===== src/rtl/spinn_pkt_arbiter.sv =====
// spinn_pkt_arbiter: shares one 72-bit SpiNNaker packet link between NUM_SRC
// producers. Round-robin with a bounded burst per source (or fixed priority),
// per-source enable mask, flush of the held packet, and a registered
// valid/ready output stage.
// Optional per-source saturating packet counters: define PKT_ARB_STATS_EN.
module spinn_pkt_arbiter #(
  parameter int NUM_SRC   = 2,
  parameter int MAX_BURST = 4
) (
  input  logic                  clk,
  input  logic                  rst,
  input  logic                  enable,
  input  logic                  flush,
  input  logic                  fixed_prio,
  input  logic [NUM_SRC-1:0]    src_en,
  input  logic [72*NUM_SRC-1:0] src_data,
  input  logic [NUM_SRC-1:0]    src_vld,
  output logic [NUM_SRC-1:0]    src_rdy,
  output logic [71:0]           opkt_data,
  output logic                  opkt_vld,
  input  logic                  opkt_rdy,
  output logic [2:0]            last_grant,
  output logic [7:0]            burst_cnt,
  input  logic [2:0]            stat_sel,
  output logic [15:0]           stat_cnt
);

  localparam logic [7:0] BURST_MAX = 8'(MAX_BURST);
  localparam logic [2:0] LAST_SRC  = 3'(NUM_SRC - 1);

  logic [NUM_SRC-1:0] eligible;
  logic               free;
  logic               load;
  logic               last_elig;
  logic               lock;
  logic [2:0]         sel;
  logic [71:0]        sel_data;

  assign eligible = src_vld & src_en & {NUM_SRC{enable}};
  assign free     = ~opkt_vld | opkt_rdy;
  assign load     = free & (|eligible) & ~flush;

  // eligibility of the previous winner (last_grant always holds a legal index)
  always_comb begin
    last_elig = 1'b0;
    for (int i = 0; i < NUM_SRC; i++)
      if (last_grant == 3'(i)) last_elig = eligible[i];
  end

  assign lock = last_elig & (burst_cnt < BURST_MAX) & ~fixed_prio;

  // winner select; loops run backwards so the first hit in scan order wins
  always_comb begin
    sel = last_grant;
    if (fixed_prio) begin
      for (int i = NUM_SRC - 1; i >= 0; i--)
        if (eligible[i]) sel = 3'(i);
    end else if (!lock) begin
      for (int k = NUM_SRC; k >= 1; k--)
        for (int j = 0; j < NUM_SRC; j++)
          if (eligible[j] && (((int'(last_grant) + k) % NUM_SRC) == j)) sel = 3'(j);
    end
  end

  // one-hot handshake back to the winner, and the winner's packet
  always_comb begin
    src_rdy  = '0;
    sel_data = '0;
    for (int i = 0; i < NUM_SRC; i++)
      if (sel == 3'(i)) begin
        src_rdy[i] = load;
        sel_data   = src_data[72*i +: 72];
      end
  end

  // output register and burst tracking; rst beats flush, flush beats load
  always_ff @(posedge clk) begin
    if (rst) begin
      opkt_vld   <= 1'b0;
      opkt_data  <= '0;
      last_grant <= LAST_SRC;
      burst_cnt  <= '0;
    end else if (flush) begin
      opkt_vld  <= 1'b0;
      burst_cnt <= '0;
    end else if (load) begin
      opkt_vld  <= 1'b1;
      opkt_data <= sel_data;
      if (sel == last_grant) begin
        // wrap to 1 only happens on a sole-source re-grant after a full burst
        burst_cnt <= (burst_cnt < BURST_MAX) ? burst_cnt + 8'd1 : 8'd1;
      end else begin
        last_grant <= sel;
        burst_cnt  <= 8'd1;
      end
    end else if (opkt_vld && opkt_rdy) begin
      opkt_vld <= 1'b0;
    end
  end

`ifdef PKT_ARB_STATS_EN
  logic [15:0] stat_q [NUM_SRC];

  // saturating per-source load counters; flush leaves them alone
  always_ff @(posedge clk) begin
    if (rst) begin
      for (int i = 0; i < NUM_SRC; i++) stat_q[i] <= '0;
    end else if (load) begin
      for (int i = 0; i < NUM_SRC; i++)
        if (sel == 3'(i) && stat_q[i] != 16'hFFFF) stat_q[i] <= stat_q[i] + 16'd1;
    end
  end

  // counter readback; selects beyond NUM_SRC read as zero
  always_comb begin
    stat_cnt = '0;
    for (int i = 0; i < NUM_SRC; i++)
      if (stat_sel == 3'(i)) stat_cnt = stat_q[i];
  end
`else
  logic stat_sel_unused;
  assign stat_sel_unused = ^stat_sel;
  assign stat_cnt        = 16'h0000;
`endif

endmodule

===== config.mk =====
export PLATFORM = sky130hd
export DESIGN_NAME = spinn_pkt_arbiter
export DESIGN_NICKNAME = d
export VERILOG_FILES = /design/src/rtl/spinn_pkt_arbiter.sv
export SDC_FILE = /design/constraint.sdc
export NUM_CORES = 1
export LEC_CHECK = 0
export ABC_AREA = 1
export ABC_CLOCK_PERIOD_IN_PS = 2000
export BUFFER_PORTS_ARGS = -buffer_cell sky130_fd_sc_hd__buf_4
export CAP_MARGIN = 30
export CORE_MARGIN = 10
export CORE_UTILIZATION = 41
export DETAILED_ROUTE_END_ITERATION = 6
export GPL_TIMING_DRIVEN = 0
export PLACE_DENSITY = 0.78
export SYNTH_ARGS = -nofsm -noshare
export SYNTH_HDL_FRONTEND = slang
export SYNTH_SLANG_ARGS = --single-unit

===== constraint.sdc =====
create_clock -name clk -period 2 [get_ports clk]
set_clock_uncertainty 0.05 [all_clocks]
set_input_delay 0.6 -clock clk [delete_from_list [all_inputs] [get_ports clk]]
set_output_delay 0.6 -clock clk [all_outputs]
set_load 0.02 [all_outputs]

Yosys cells after proc, flatten, opt, wreduce, memory -nomap -nowiden --
Cells that the tools add are included. Widths: inputs -> output; s select.
Storage, ports and cells: register bits 84, input port bits 157
Operators by class: add/subtract/negate cells 3, order comparisons 1, equal/unequal tests 5, mux-type cells 18, bitwise gates (word level) 13, reduce and logical (&&, ||, !) cells 14
Operators with widths (number):
- $mux 72 | 2
- $logic_not 32->1 | 2
- $mux 3 | 8
- $mux 8 | 2
- $add 8x1->8 const B | 1
- $lt 8x3->1 const B | 1
- $eq 3x1->1 const B | 2
- $logic_not 3->1 | 2
- $mux 1 | 6
- $logic_and 1x1->1 | 5
- $and 1x1->1 | 4
- $and 2x2->2 | 2
- $eq 2x2->1 const B | 2
- $not 1->1 | 4
- $reduce_or 2->1 | 2
- $eq 3x3->1 | 1
- $reduce_and 3->1 | 1
- $add 1x1->1 const B | 2
- $and 1x1->1 const A | 2
- $reduce_and 2->1 | 1
- $reduce_bool 2->1 | 1
- $or 1x1->1 | 1

Depth between registers and ports, before layout --
Gate-level depths: netlist of the first run.
depth in word-level cells 13, depth in mapped cells 13

Worst setup path before layout of the first run --
Ideal clock, no wire load.
path type input to output, from input port src_vld[1], to output port src_rdy[0], arrival time 1645 ps, required time 1350 ps, slack -295 ps, cell stages on the path 9, cells stage by stage nand3_2 -> inv_2 -> nand2_1 -> nand2_2 -> nand2_4 -> nand3_4 -> buf_6 -> buf_6 -> a21oi_1
Between the ends: word-level cells in the longest chain between the ends 10, elaborated cells between the ends (all ways) 19
RTL lines:
- from (decl) | RTL line 17 | input logic [NUM_SRC-1:0] src_vld,
- $and 2x2->2 * (2 in a row) | RTL line 39 | assign eligible = src_vld & src_en & {NUM_SRC{enable}};
- $logic_and 1x1->1 | RTL line 61 | if (eligible[j] && (((int'(last_grant) + k) % NUM_SRC) == j)) sel = 3'(j);
- $mux 3 (3 in a row) | RTL line 61
- $mux 3 | RTL line 58 | end else if (!lock) begin
- $mux 3 | RTL line 55 | if (fixed_prio) begin
- $logic_not 3->1 | RTL line 70 | if (sel == 3'(i)) begin
- $mux 1 * | RTL line 70
- to (decl) | RTL line 18 | output logic [NUM_SRC-1:0] src_rdy,
Mark *: on every way between the ends. The rest lies on a longest branch, timed or not.

Final worst setup path of the first run --
from register burst_cnt[7], to output port src_rdy[0]
Between the ends: word-level cells in the longest chain between the ends 7
RTL lines:
- from (decl) | RTL line 23 | output logic [7:0] burst_cnt,
- from (signal assigned) | RTL line 91 | burst_cnt <= (burst_cnt < BURST_MAX) ? burst_cnt + 8'd1 : 8'd1;
- $lt 8x3->1 | RTL line 50 | assign lock = last_elig & (burst_cnt < BURST_MAX) & ~fixed_prio;
- $and 1x1->1 (2 in a row) | RTL line 50
- $mux 3 | RTL line 58
- $mux 3 | RTL line 55
- $logic_not 3->1 | RTL line 70
- $mux 1 | RTL line 70
Every way passes these cells.

==> run metrics, run 1 <==
Overall Power 4.28 mW; top cell type's share of synthesized area 0.365; Rel. slew slack 0.607; Max Clk Rate 435 MHz; Initial Utilization 0.422; final hold viol count 0; Yosys cell types 26; Clock Path Buffers 2; fin crit share 1.15; most used cell, CP nand2_4; RSZ-0062 raised after global routing true; CP bufs+invs 2; Die Ht 126 um; grt met3 use 0.0919; GR Util met1 0.236; CP Launch Type register; Filler cells 1032; die width 126 um; Overall Global Routing Usage 0.212; register area share after synthesis 0.365; fin worst setup slack -301 ps; Pleak 4.15 nW; FF-to-FF End opkt_data[29]$_SDFFE_PP0P_; CP Capture Type output port; CP top delay family simple AND/OR/NAND/NOR gates; worst endpoint data arrival time 1650 ps; #FFs+latches synth 84; DR vias 5382; drt total wl 18100 um; area leader, netlist dfxtp_1; clk slew on worst S/H paths 60 ps; Mapped Area 4610 um^2; root buffer cell clkbuf_16; die area 15900 um^2; reg-to-reg setup timing slack 190 ps; Post-Place Setup Slack -627 ps; Layout area overhead 54.3%; overflow left after global routing 0; largest net degree at the start of global routing 20; routability cong. 0.907; Critical Path Start burst_cnt[7]$_SDFFE_PP0P_; failing checks setup timing; busiest grt layer met2; Post-Syn Instances 663; Avg WL per Cell 16.6 um; Cell Pwr Density 601 nW/um^2; port buffer count 239; vias in the first global route 5284; Rows 38; met2 Resource Use GR 0.354; ANT cells 0; critical-path cell list nor2_4 > nand3_2 > nor2_4 > nand2_4 > nand2_4 > nand2_4 > buf_8 > a21oi_4 > buf_6; synth warn 0; crit-path max FO 4; Slew @ Worst Pin 590 ps; # DRC 0; Critical Path Slowest Stage Cell dfxtp_4; Max rail drop VDD 0.533 mV; Period minus WS final 2300 ps; DR pass1 iterations 5; status finished, violations left; worst r2r src burst_cnt[7]$_SDFFE_PP0P_; Max stage delay on crit path 360 ps; Avg Cell Area, Syn 6.96 um^2; initial antenna violation count 0; final setup fails 2; H-tree levels 3; crit path to src_rdy[0]; HP Class reg2reg; DP HPWL 13500 um; core area 10900 um^2; MaxCap Viol Count 0; clock sinks 84; Max Slew Vio Count 0; CTS tree yes; 1st-iter DRT viols 322; top post-synthesis cells by area dfxtp_1 (36%), nand3_1 (16%), nand2_1 (13%); Crit Path Category reg2out; clk_lat worst skew 350 ps; layout cells sized above 1 0.385; Num CTS Buffers 9; Worst Reg-to-Reg Cells 13; Worst EP required 1350 ps; ANT nets after route 0; I/O pin total 259; first-pass GRT wire length 27700 um; Stages on worst setup path 9; Final #Nets 1098; vias per inst 4.96; hold_buf cts 0
where the power goes:
part	internal, mW	switching [mW]	leakage (nW)	total [mW]
combinational	0.427	0.449	3.33	0.876
clock	0.937	0.703	0.144	1.64
sequential	1.73	0.0338	0.685	1.77
total	3.10	1.18	4.15	4.28
worst min-delay path: stages, from the launching register on:
cell     delay (ps)
dfxtp_2         340
nand2_1          60
nor2_1           30
layer usage:
layer,up-vias,routed length [um]
li1,2702,-
met1,2424,7130
met2,218,8700
met5,-,0
met3,38,1700
met4,0,532
synth_stat cells, drive strengths merged:
cell type	number
a21oi	5
buf	63
clkbuf	9
conb	1
dfxtp	84
ha	1
inv	84
nand2	169
nand3	152
nand3b	2
nand4	73
nor2	17
o21ai	3
what timing repair did:
| item | in CTS | in global routing |
|---|---|---|
| buffers inserted | 7 | 6 |
| cloned | 0 | 0 |
| setup endpoints to repair | 2 | 2 |
| pin swaps | 8 | 5 |
| resized for setup | 20 | 8 |
cell families (layout without fill, tap and decap cells):
family / after synthesis / in the layout / synth area share
other: 1 / 16 / 0.000813
adder cells (fa/ha/maj): 1 / 1 / 0.00271
buffers and inverters: 156 / 423 / 0.180
AO/OA/AOI/OAI: 8 / 8 / 0.00868
AND/OR/NAND/NOR: 413 / 413 / 0.443
flip-flops: 84 / 84 / 0.365
area by class of cell:
class | instances | area, um^2 | area share
plain buffers | 71 | 534 | 0.0750
clock buffers | 12 | 267 | 0.0374
clock inverters | 4 | 22.5 | 0.00316
inverters | 84 | 315 | 0.0443
multi-input cells | 438 | 2210 | 0.311
flip-flops and latches | 84 | 1700 | 0.238
well taps | 140 | 175 | 0.0246
repair buffers | 252 | 1900 | 0.267
registers in the layout (all words and copies together) (netlist names):
signal      count
burst_cnt       8
opkt_vld        1
opkt_data      72
last_grant      3
placed cells by master (no fill, tap or decap), types with 9 or more instances in the layout:
cell type	n
conb_1	16
buf_4	271
clkbuf_16	9
nand4_1	63
nor2_1	11
nand3_1	149
buf_2	26
nand2_1	164
nand4_2	10
clkbuf_1	9
inv_1	82
dfxtp_1	77
stage by stage:
stage	hold WS, ps	instance area [um^2]	utilization	instances	TNS (ps)
6_report	414	7120	0.651	1085	-562
5_1_grt	432	7120	0.651	1085	-685
4_1_cts	417	7050	0.644	1079	-603
3_5_place_dp	399	6660	0.609	1057	-10630
3_3_place_gp	397	6660	0.609	1057	-9600
2_1_floorplan	482	4690	-	678	-98.1
how the worst min path moves through the flow:
stage / to / cells past startpoint / from
global route: last_grant[2]$_SDFFE_PP0P_ / 2 / last_grant[2]$_SDFFE_PP0P_
global placement: burst_cnt[5]$_SDFFE_PP0P_ / 2 / burst_cnt[5]$_SDFFE_PP0P_
floorplan: burst_cnt[3]$_SDFFE_PP0P_ / 2 / burst_cnt[3]$_SDFFE_PP0P_
finish: burst_cnt[3]$_SDFFE_PP0P_ / 2 / burst_cnt[3]$_SDFFE_PP0P_
CTS: burst_cnt[3]$_SDFFE_PP0P_ / 2 / burst_cnt[3]$_SDFFE_PP0P_
detailed placement: burst_cnt[7]$_SDFFE_PP0P_ / 2 / burst_cnt[7]$_SDFFE_PP0P_
No activity file was read; power rests on OpenSTA's default activity.
==> run 2, diff against run 1 <==
- CORE_MARGIN: 10 -> unset
- GPL_TIMING_DRIVEN: 0 -> unset
==> run metrics, run 2 (synthesis gave the netlist of run 1 again) <==
reg-to-reg setup timing slack 120 ps (-70 ps); vias per inst 4.96 (about the same); WL met3 1120 um (-34%); port buffer count 239 (unchanged); final setup fails 2 (unchanged); HP Class reg2reg; biggest regs opkt_data: 72 flops, burst_cnt: 8 flops, last_grant: 3 flops; crit-path max FO 3 (-1); initial antenna violation count 0 (unchanged); routability cong. 0.795 (-12%); Clock Path Buffers 2 (unchanged); status finished, violations left; die width 108 um (-14%); Worst EP required 1350 ps (about the same); largest net degree at the start of global routing 49 (+150%); commonest non-fill, non-tap cell in the layout buf_4; Top Layer Used met4; first-pass GRT wire length 21700 um (-22%); CP top delay family simple AND/OR/NAND/NOR gates; CP Launch Type register; most used cell, CP nand2_4; Metal-1 WL 5760 um (-19%); finished layout cell area 6700 um^2 (-5.9%); drt total wl 13900 um (-23%); core area 10900 um^2 (-0.44%); Layout area overhead 45.2%; H-tree levels 3 (unchanged); RSZ-0062 raised after global routing true; Critical Path Slowest Stage Cell dfxtp_2; CP Capture Type output port; layout cells sized above 1 0.364 (-0.0210); Overall Global Routing Usage 0.231 (+0.0182); Die Ht 108 um (-14%); Final #Nets 1051 (-4.3%); Avg WL per Cell 13.4 um (-20%); DR pass1 iterations 5 (unchanged); Setup TNS -380 ps (+181 ps); clk_lat worst skew 340 ps (about the same); final hold viol count 0 (unchanged); tightest hold margin 412 ps (-1.59 ps); root buffer cell clkbuf_8; critical-path cell list nor2_2 > nand3_2 > nor2_4 > nand2_4 > nand2_4 > nand2_4 > a21oi_4 > buf_6; Reg with most FFs opkt_data; DP HPWL 9720 um (-28%); Rows 38 (unchanged); 1st-iter DRT viols 408 (+27%); overflow left after global routing 0 (unchanged); Max Slew Vio Count 0 (unchanged); CP bufs+invs 1 (-1); failing checks setup timing; MaxCap Viol Count 0 (unchanged); Initial Utilization 0.424 (+0.00184); fin crit share 1.10 (-0.0555); worst endpoint data arrival time 1540 ps (-110 ps); DR vias 5147 (-4.4%); die area 11700 um^2 (-27%); vias in the first global route 4530 (-14%); Max stage delay on crit path 330 ps (-30 ps); clock sinks 84 (unchanged); routed wl met2 6680 um (-23%); I/O pin total 259 (unchanged); max FFs per register 72 (unchanged); ANT cells 0 (unchanged); Period minus WS final 2190 ps (-111 ps); CTS tree yes; Pleak 3.87 nW (-6.9%); Cell Pwr Density 552 nW/um^2 (-8.3%); Max rail drop VDD 0.335 mV (-37%); most frequent cells in the layout buf_4 (269), nand2_1 (163), nand3_1 (149); Max Clk Rate 457 MHz (+5.1%); # DRC 0 (unchanged); Post-Place Setup Slack -215 ps (+412 ps); Crit Path Category reg2out; fin worst setup slack -190 ps (+111 ps); clk slew on worst S/H paths 90 ps (+30 ps); Num CTS Buffers 9 (unchanged); post-place instance area 6420 um^2 (-3.5%); ANT nets after route 0 (unchanged)
[run 2: cell count changes in the layout (fill, tap and decap cells not counted), sizes merged]
cell / delta
clkinvlp: +1
clkbuf: -10
buf: -38
[run 2: what timing repair did]
item	in CTS	in global routing
pin swaps	8	8
gates resized for setup	10	8
hold buffers	0	0
buffers inserted	5	1
setup endpoints to repair	2	45
[run 2: layout make-up]
type | instances | area [um^2]
clock buffer | 11 | 141
clock inverter | 5 | 37.5
fill | 1019 | 4190
inverter | 84 | 320
multi-input combinational | 438 | 2200
sequential | 84 | 1690
tap | 140 | 175
timing repair buffer | 276 | 2130
[run 2: final timing paths]
path / start / cells after the start / end
hold / removal: burst_cnt[4]$_SDFFE_PP0P_ / 2 / burst_cnt[4]$_SDFFE_PP0P_
setup / recovery: burst_cnt[7]$_SDFFE_PP0P_ / 8 / src_rdy[0]
setup reg to reg: burst_cnt[7]$_SDFFE_PP0P_ / 12 / burst_cnt[0]$_SDFFE_PP0P_
hold reg to reg: burst_cnt[4]$_SDFFE_PP0P_ / 2 / burst_cnt[4]$_SDFFE_PP0P_
[run 2: power by group]
group / switching, mW / leakage [nW] / internal, mW
sequential: 0.0321 / 0.684 / 1.73
combinational: 0.422 / 3.10 / 0.401
clock: 0.621 / 0.0855 / 0.489
total: 1.08 / 3.87 / 2.62
[run 2: per-stage QoR]
step	util	power [mW]	std cells
floorplan	-	2.23	678
global placement	0.590	2.61	1016
detailed placement	0.590	2.62	1016
CTS	0.612	3.73	1037
global route	0.615	3.87	1038
finish	0.615	3.70	1038
[run 2: metal layers]
layer	GRT usage	up-vias
li1	-	2596
met1	0.283	2328
met2	0.387	197
met3	0.0681	26
met4	0.0705	0
met5	0	-
[run 2: worst reg2reg max path, stage by stage, from the launching register on]
cell and delay [ps]:
dfxtp_2 330, nor2_2 120, nand3_2 130, nor2_4 120, nand2_4 80, nand2_4 70
nand2_4 70, buf_4 140, buf_4 230, nand3_1 150, nand2_1 110, o21ai_1 130
inv_1 40
